File: src/rtl/spi_main.sv
// ============================================================================
// Module   : spi_main
// Brief    : SPI mode-0 main controller, MSB first, optional held chip-select.
// Revision : 1.0
// ============================================================================
`default_nettype none

module spi_main #(
    parameter int WORD_BITS = 8,
    parameter int CLK_DIV   = 4
) (
    input  logic                 clk,
    input  logic                 rst,
    output logic                 neg_enable,
    output logic                 sck,
    output logic                 out_bit,
    input  logic                 in_bit,
    input  logic                 tx_valid,
    output logic                 tx_ready,
    input  logic [WORD_BITS-1:0] tx_word,
    input  logic                 hold_cs,
    output logic                 rx_valid,
    output logic [WORD_BITS-1:0] rx_word
);

    localparam int c_DIV_W = (CLK_DIV > 1) ? $clog2(CLK_DIV) : 1;
    localparam int c_CNT_W = (WORD_BITS > 1) ? $clog2(WORD_BITS) : 1;
    localparam logic [c_DIV_W-1:0] c_DIV_LAST = c_DIV_W'(CLK_DIV - 1);
    localparam logic [c_CNT_W-1:0] c_BIT_LAST = c_CNT_W'(WORD_BITS - 1);

    typedef enum logic [2:0] {
        S_IDLE  = 3'd0,
        S_LEAD  = 3'd1,
        S_HIGH  = 3'd2,
        S_LOW   = 3'd3,
        S_TRAIL = 3'd4,
        S_HOLD  = 3'd5,
        S_GAP   = 3'd6
    } state_t;

    state_t               r_state, w_state;
    logic [c_DIV_W-1:0]   r_div, w_div;
    logic [c_CNT_W-1:0]   r_bit_cnt, w_bit_cnt;
    logic [WORD_BITS-1:0] r_tx_sh, w_tx_sh;
    logic [WORD_BITS-1:0] r_rx_sh, w_rx_sh;
    logic [WORD_BITS-1:0] r_rx_word, w_rx_word;
    logic                 r_hold_q, w_hold_q;
    logic                 r_neg_enable, w_neg_enable;
    logic                 r_sck, w_sck;
    logic                 r_out_bit, w_out_bit;
    logic                 r_rx_valid, w_rx_valid;
    logic                 w_tick;
    logic                 w_ready;
    logic                 w_accept;
    logic [WORD_BITS-1:0] w_rx_next;

    always_comb begin
        w_state      = r_state;
        w_div        = '0;
        w_bit_cnt    = r_bit_cnt;
        w_tx_sh      = r_tx_sh;
        w_rx_sh      = r_rx_sh;
        w_rx_word    = r_rx_word;
        w_hold_q     = r_hold_q;
        w_neg_enable = r_neg_enable;
        w_sck        = r_sck;
        w_out_bit    = r_out_bit;
        w_rx_valid   = 1'b0;
        w_tick       = (r_div == c_DIV_LAST);
        w_ready      = (r_state == S_IDLE) || (r_state == S_HOLD);
        w_accept     = tx_valid && w_ready;
        w_rx_next    = {r_rx_sh[WORD_BITS-2:0], in_bit};

        if ((r_state inside {S_LEAD, S_HIGH, S_LOW, S_TRAIL, S_GAP}) && !w_tick) begin
            w_div = r_div + 1'b1;
        end

        // Accept is shared by IDLE and HOLD; from HOLD the frame continues with CS low.
        if (w_accept) begin
            w_tx_sh      = tx_word;
            w_hold_q     = hold_cs;
            w_bit_cnt    = '0;
            w_neg_enable = 1'b0;
            w_out_bit    = tx_word[WORD_BITS-1];
            w_state      = S_LEAD;
        end else begin
            case (r_state)
                S_LEAD, S_LOW: begin
                    if (w_tick) begin
                        w_sck   = 1'b1;
                        w_state = S_HIGH;
                    end
                end
                S_HIGH: begin
                    // Sampling at the end of the high phase absorbs the secondary's sck sync delay.
                    if (w_tick) begin
                        w_sck   = 1'b0;
                        w_rx_sh = w_rx_next;
                        if (r_bit_cnt != c_BIT_LAST) begin
                            w_out_bit = r_tx_sh[WORD_BITS-2];
                            w_tx_sh   = r_tx_sh << 1;
                            w_bit_cnt = r_bit_cnt + 1'b1;
                            w_state   = S_LOW;
                        end else begin
                            w_rx_word  = w_rx_next;
                            w_rx_valid = 1'b1;
                            w_state    = S_TRAIL;
                        end
                    end
                end
                S_TRAIL: begin
                    if (w_tick) begin
                        if (r_hold_q) begin
                            w_state = S_HOLD;
                        end else begin
                            w_neg_enable = 1'b1;
                            w_out_bit    = 1'b0;
                            w_state      = S_GAP;
                        end
                    end
                end
                S_HOLD: begin
                    if (!hold_cs) begin
                        w_neg_enable = 1'b1;
                        w_out_bit    = 1'b0;
                        w_state      = S_GAP;
                    end
                end
                S_GAP: begin
                    if (w_tick) begin
                        w_state = S_IDLE;
                    end
                end
                default: begin
                    w_state = S_IDLE;
                end
            endcase
        end
    end

    always_ff @(posedge clk) begin
        if (rst) begin
            r_state      <= S_IDLE;
            r_div        <= '0;
            r_bit_cnt    <= '0;
            r_tx_sh      <= '0;
            r_rx_sh      <= '0;
            r_rx_word    <= '0;
            r_hold_q     <= 1'b0;
            r_neg_enable <= 1'b1;
            r_sck        <= 1'b0;
            r_out_bit    <= 1'b0;
            r_rx_valid   <= 1'b0;
        end else begin
            r_state      <= w_state;
            r_div        <= w_div;
            r_bit_cnt    <= w_bit_cnt;
            r_tx_sh      <= w_tx_sh;
            r_rx_sh      <= w_rx_sh;
            r_rx_word    <= w_rx_word;
            r_hold_q     <= w_hold_q;
            r_neg_enable <= w_neg_enable;
            r_sck        <= w_sck;
            r_out_bit    <= w_out_bit;
            r_rx_valid   <= w_rx_valid;
        end
    end

    assign tx_ready   = !rst && w_ready;
    assign neg_enable = r_neg_enable;
    assign sck        = r_sck;
    assign out_bit    = r_out_bit;
    assign rx_valid   = r_rx_valid;
    assign rx_word    = r_rx_word;

endmodule

`default_nettype wire

File: config.mk
export PLATFORM = sky130hd
export DESIGN_NAME = spi_main
export DESIGN_NICKNAME = d
export VERILOG_FILES = /design/src/rtl/spi_main.sv
export SDC_FILE = /design/constraint.sdc
export NUM_CORES = 1
export LEC_CHECK = 0
export BUFFER_PORTS_ARGS = -buffer_cell sky130_fd_sc_hd__buf_2
export CORE_MARGIN = 2
export CORE_UTILIZATION = 40
export CTS_BUF_LIST = sky130_fd_sc_hd__clkbuf_16
export DETAILED_ROUTE_END_ITERATION = 8
export PLACE_DENSITY_LB_ADDON = 0.05
export SKIP_CTS_REPAIR_TIMING = 1
export SLEW_MARGIN = 0
export SYNTH_ARGS = -nofsm -noshare
export SYNTH_HDL_FRONTEND = slang
export SYNTH_SLANG_ARGS = --single-unit
export TNS_END_PERCENT = 100
File: constraint.sdc
create_clock -name clk -period 2.21 [get_ports clk]
set_input_delay 0.442 -clock clk [delete_from_list [all_inputs] [get_ports clk]]
set_output_delay 0.442 -clock clk [all_outputs]
set_load 0.02 [all_outputs]
# Yosys cells after proc, flatten, opt, wreduce, memory -nomap -nowiden
# Index checks and enable logic that the tools add are counted.
# totals
rom_bits	0
in_bits	13
ram_bits	0
out_inout_bits	13
reg_bits	35
latchBits	0
elab_cells	95
n_memories	0
# op_classes
n_div	0
shift	0
mux	29
bitwise_logic	5
order_cmp	0
reduce_logical	27
addsub	2
multipliers	0
n_eq_ne	20
# ops
operator	n
7-bit 2-to-1 mux	4
3-bit != test, second input constant	7
3-bit 2-to-1 mux	6
3-bit case mux with 5 select lines	1
1-bit 2-to-1 mux	14
4-bit AND reduction	3
2-bit != test, second input constant	5
5-bit AND reduction	2
3-bit equality test, second input constant	3
3-bit AND reduction	3
2-bit nonzero test	4
3-bit by 2-bit equality test with 1-bit output, second input constant	2
6-bit AND reduction	1
2-bit OR reduction	3
1-bit inverter	5
5-bit nonzero test	1
1-bit case mux with 2 select lines	2
4-bit nonzero test	1
4-bit OR reduction	1
3-bit by 1-bit adder with 3-bit output, second input constant	1
3-bit by 1-bit equality test with 1-bit output, second input constant	1
1-bit logical AND	3
3-bit zero test	1
3-bit by 2-bit != test with 1-bit output, second input constant	1
7 further kinds	8

# Depth between registers and ports, before layout
# depth
ltp_word	5
mapped_depth	8
depth_no_buf	7

# Least setup slack after synthesis
# OpenSTA, ideal clock, no wires.
# synth_path
path_kind	input to output
start	input rst
end	output tx_ready
arrival_ps	1348
t_required_ps	1768
slack_ps	420
stages	3
n_path_buf	2
path_cell_list	clkbuf_1 -> buf_1 -> a211oi_1
# synth_via
elab_chain_len	2
# synth_rtl
element	line_no	source
start, declared	13	input logic rst,
1-bit zero test	169	assign tx_ready = !rst && w_ready;
1-bit logical AND	169	
end, declared	19	output logic tx_ready,
# No other way between the ends.

# Worst setup path in the final report
# layout_path
start	register r_state[2]
end	register r_tx_sh[1]
# layout_via
elab_chain_len	5
elab_cells_between_ends	10
cone_classes	2 x eq/ne; 1 x mux; 7 x reduce/logical
# layout_rtl
element	line_no	source
start, declared	41	state_t r_state, w_state;
start signal, assigned	155	r_state <= w_state;
3-bit equality test or 3-bit zero test (tied branches)	70	w_ready = (r_state == S_IDLE) || (r_state == S_HOLD);
1-bit logical OR	70	
1-bit logical AND	71	w_accept = tx_valid && w_ready;
2-bit nonzero test (no line)	-	
3-bit AND reduction (no line)	-	
end signal, assigned	158	r_tx_sh <= w_tx_sh;
end, declared	44	logic [WORD_BITS-1:0] r_tx_sh, w_tx_sh;
# Several ways; a longest one is shown, not always the timed one.
# A chain may end at the register's enable or synchronous reset.

==> summary.md <==
| Metric | Value |
|---|---|
| WL/cell | 13.1 um |
| Setup repair after global routing missed its margin | no |
| Asr flop ratio synth | 0% |
| Cell Area, Placed | 1720 sq um |
| Largest net degree at the start of global routing | 36 |
| Number of vias per cell | 5.41 |
| Max_cap viols | 0 |
| CTS Buf Count | 5 |
| Full die area | 4430 sq um |
| Worst setup margin | 0.178 ns |
| Chip Width | 66.5 um |
| Setup TNS | 0 ns |
| Fmax | 492 MHz |
| Least-Margin Pin Slew | 0.600 ns |
| Maximum vdd drop | 0.501 mV |
| Warnings, synthesis | 0 |
| Worst r2r src | r_state[2] |
| Worst Hold Class | in2reg |
| Layout net count | 230 |
| Yosys cell types | 39 |
| DRT Pass-1 Iters | 5 |
| First-pass GRT wire length | 5980 um |
| Design area | 1850 sq um |
| Port-buffer cells | 25 |
| Final Wtd Congestion | 0.854 |
| Finish-stage setup viols | 0 |
| Chip height | 66.5 um |
| Arrival @ worst endpoint | 2.18 ns |
| Starting DRT DRC Count | 81 |
| Worst-Skew Late Latency | 0.27 ns |
| Max transition margin | 59.9% |
| Syn Area/Cell | 8.28 sq um |
| Gr usage total | 18.0% |
| Ratio of cells with drive above 1 in the final layout | 18.6% |
| FF+latch count, synth | 35 |
| Fin. Hold Viols | 0 |
| Root Buffer | clkbuf_16 |
| Critical path startpoint | r_state[2] |
| Power Density | 769 nW/um^2 |
| Hold Slack | 0.396 ns |
| Grt ovf | 0 |
| EDFF count, synth | 0 |
| Top Ports | 26 |
| CP Launch Type | register |
| Clock net sink count | 35 |
| WP data required | 2.36 ns |
| TritonCTS clock tree | yes |
| Worst hold start | tx_word[0] |
| # DRC | 0 |
| CORE AREA | 3720 sq um |
| Max-slew violation count | 0 |
| Hpwl dp | 2440 um |
| Initial antenna violation count | 0 |
| Synthesis-to-finish area growth | 18.6% |
| Max Clock Skew | 0.00291 ns |
| Vias in the first global route | 1373 |
| CP Max Fanout | 15 |
| FP Rows | 22 |
| Register area share after synthesis | 44.8% |
| WS Path Type | reg2reg |
| Met3 Usage GRT | 5.74% |
| CP endpoint kind | register |
| CTS max path bufs | 2 |
| Leak | 0.000736 uW |
| Cell area after synthesis | 1560 sq um |
| Grt peak-use layer | met2 |
| Clk slew on worst S/H paths | 0.05 ns |
| Post-Synthesis Cells | 189 |
| Synth Net Count | 205 |
| Antenna-violating nets left | 0 |
| N_diodes | 0 |
| Routed WL | 3430 um |
| Dominant synthesized flop cell | dfxtp_1 |
| Starting Density | 42.1% |
| Final min period | 2.03 ns |
| Routing usage on met2 | 30.6% |
| Pre-CTS WS | 0.182 ns |
| Status | finished clean |
| Met1 Usage GRT | 21.1% |
| Tcrit/Tclk final | 92.0% |
| Via count | 1422 |
| H-tree Lvls | 2 |
-- cells by family (layout without fill, tap and decap cells) --
group / Yosys count / in the layout / synth area share [%]
compound gates: 53 / 53 / 21.2
xor+xnor: 1 / 1 / 0.560
fa+ha+maj: 3 / 3 / 2.40
buf+inv: 16 / 42 / 5.44
flops: 35 / 35 / 44.8
mux: 4 / 4 / 2.56
simple gates: 77 / 77 / 23.0
-- stage by stage --
step	std cells	utilization [%]	power (uW)
6_report	263	49.9	1430
5_1_grt	263	49.9	1490
4_1_cts	263	49.9	1440
3_5_place_dp	255	46.2	792
3_3_place_gp	255	46.2	789
2_1_floorplan	189	-	755
-- Yosys cell counts, types with 4 or more instances --
cell / instances / area (sq um)
dfxtp_1: 35 / 701
nand2_1: 33 / 124
a21oi_1: 28 / 140
nand3_1: 12 / 60.1
nor2_1: 10 / 37.5
a22oi_1: 7 / 52.6
nor3_1: 7 / 35.0
buf_4: 4 / 30.0
clkbuf_1: 4 / 15.0
inv_1: 4 / 15.0
mux2i_1: 4 / 40.0
-- worst paths after layout --
| check | end | slack, ns | cells after the start |
|---|---|---|---|
| max | r_tx_sh[1] | 0.18 | 5 |
| min | r_tx_sh[0] | 0.40 | 3 |
| max reg2reg | r_tx_sh[1] | 0.18 | 5 |
| min reg2reg | r_div[0] | 0.43 | 1 |
-- per-layer routing --
metal	up-vias	wire, um
met4	0	53
met3	6	183
met2	42	1630
li1	716	-
met1	658	1570
met5	-	0
-- critical path, cell delays in order, from the launching register on --
cell	delay, ns
dfxtp_1	0.62
nand2_1	0.22
a211oi_4	0.61
nor2_1	0.25
nand2_1	0.13
a21oi_1	0.07
-- area by class of cell --
| class | instances | area (sq um) |
|---|---|---|
| clock buffer | 5 | 125 |
| clock inverter | 3 | 12.5 |
| multi-input combinational | 138 | 778 |
| tap | 48 | 60.1 |
| inverter | 4 | 15.0 |
| sequential | 35 | 701 |
| timing repair buffer | 30 | 163 |
| fill | 386 | 1860 |
-- state kept, by name (all words and copies together) (netlist names), 2 cells and up --
register / cells
r_tx_sh: 7
rx_word: 8
r_div: 2
r_rx_sh: 7
r_state: 3
r_bit_cnt: 3
-- placed cells by master, fill, tap and decap left out, types with 2 or more instances in the layout --
cell type,synthesis,routed
a211oi_1,3,3
mux2i_1,4,4
nand3_1,12,12
a22oi_1,7,7
and3_1,2,2
o21bai_1,2,2
inv_1,4,6
dfxtp_1,35,35
o21ai_0,3,3
nand2b_1,3,3
ha_1,3,3
nor2_1,10,10
buf_2,2,25
buf_4,4,5
a21oi_1,28,28
nor3_1,7,7
o22ai_1,3,3
nand2_1,33,33
clkbuf_16,0,5
-- report_power, final --
group	switching, uW	total, uW	internal (uW)
Clock	241	647	406
Sequential	11.5	660	649
Combinational	69.1	118	49.4
Total	321	1430	1100
Power figures use the tool's default switching activity.
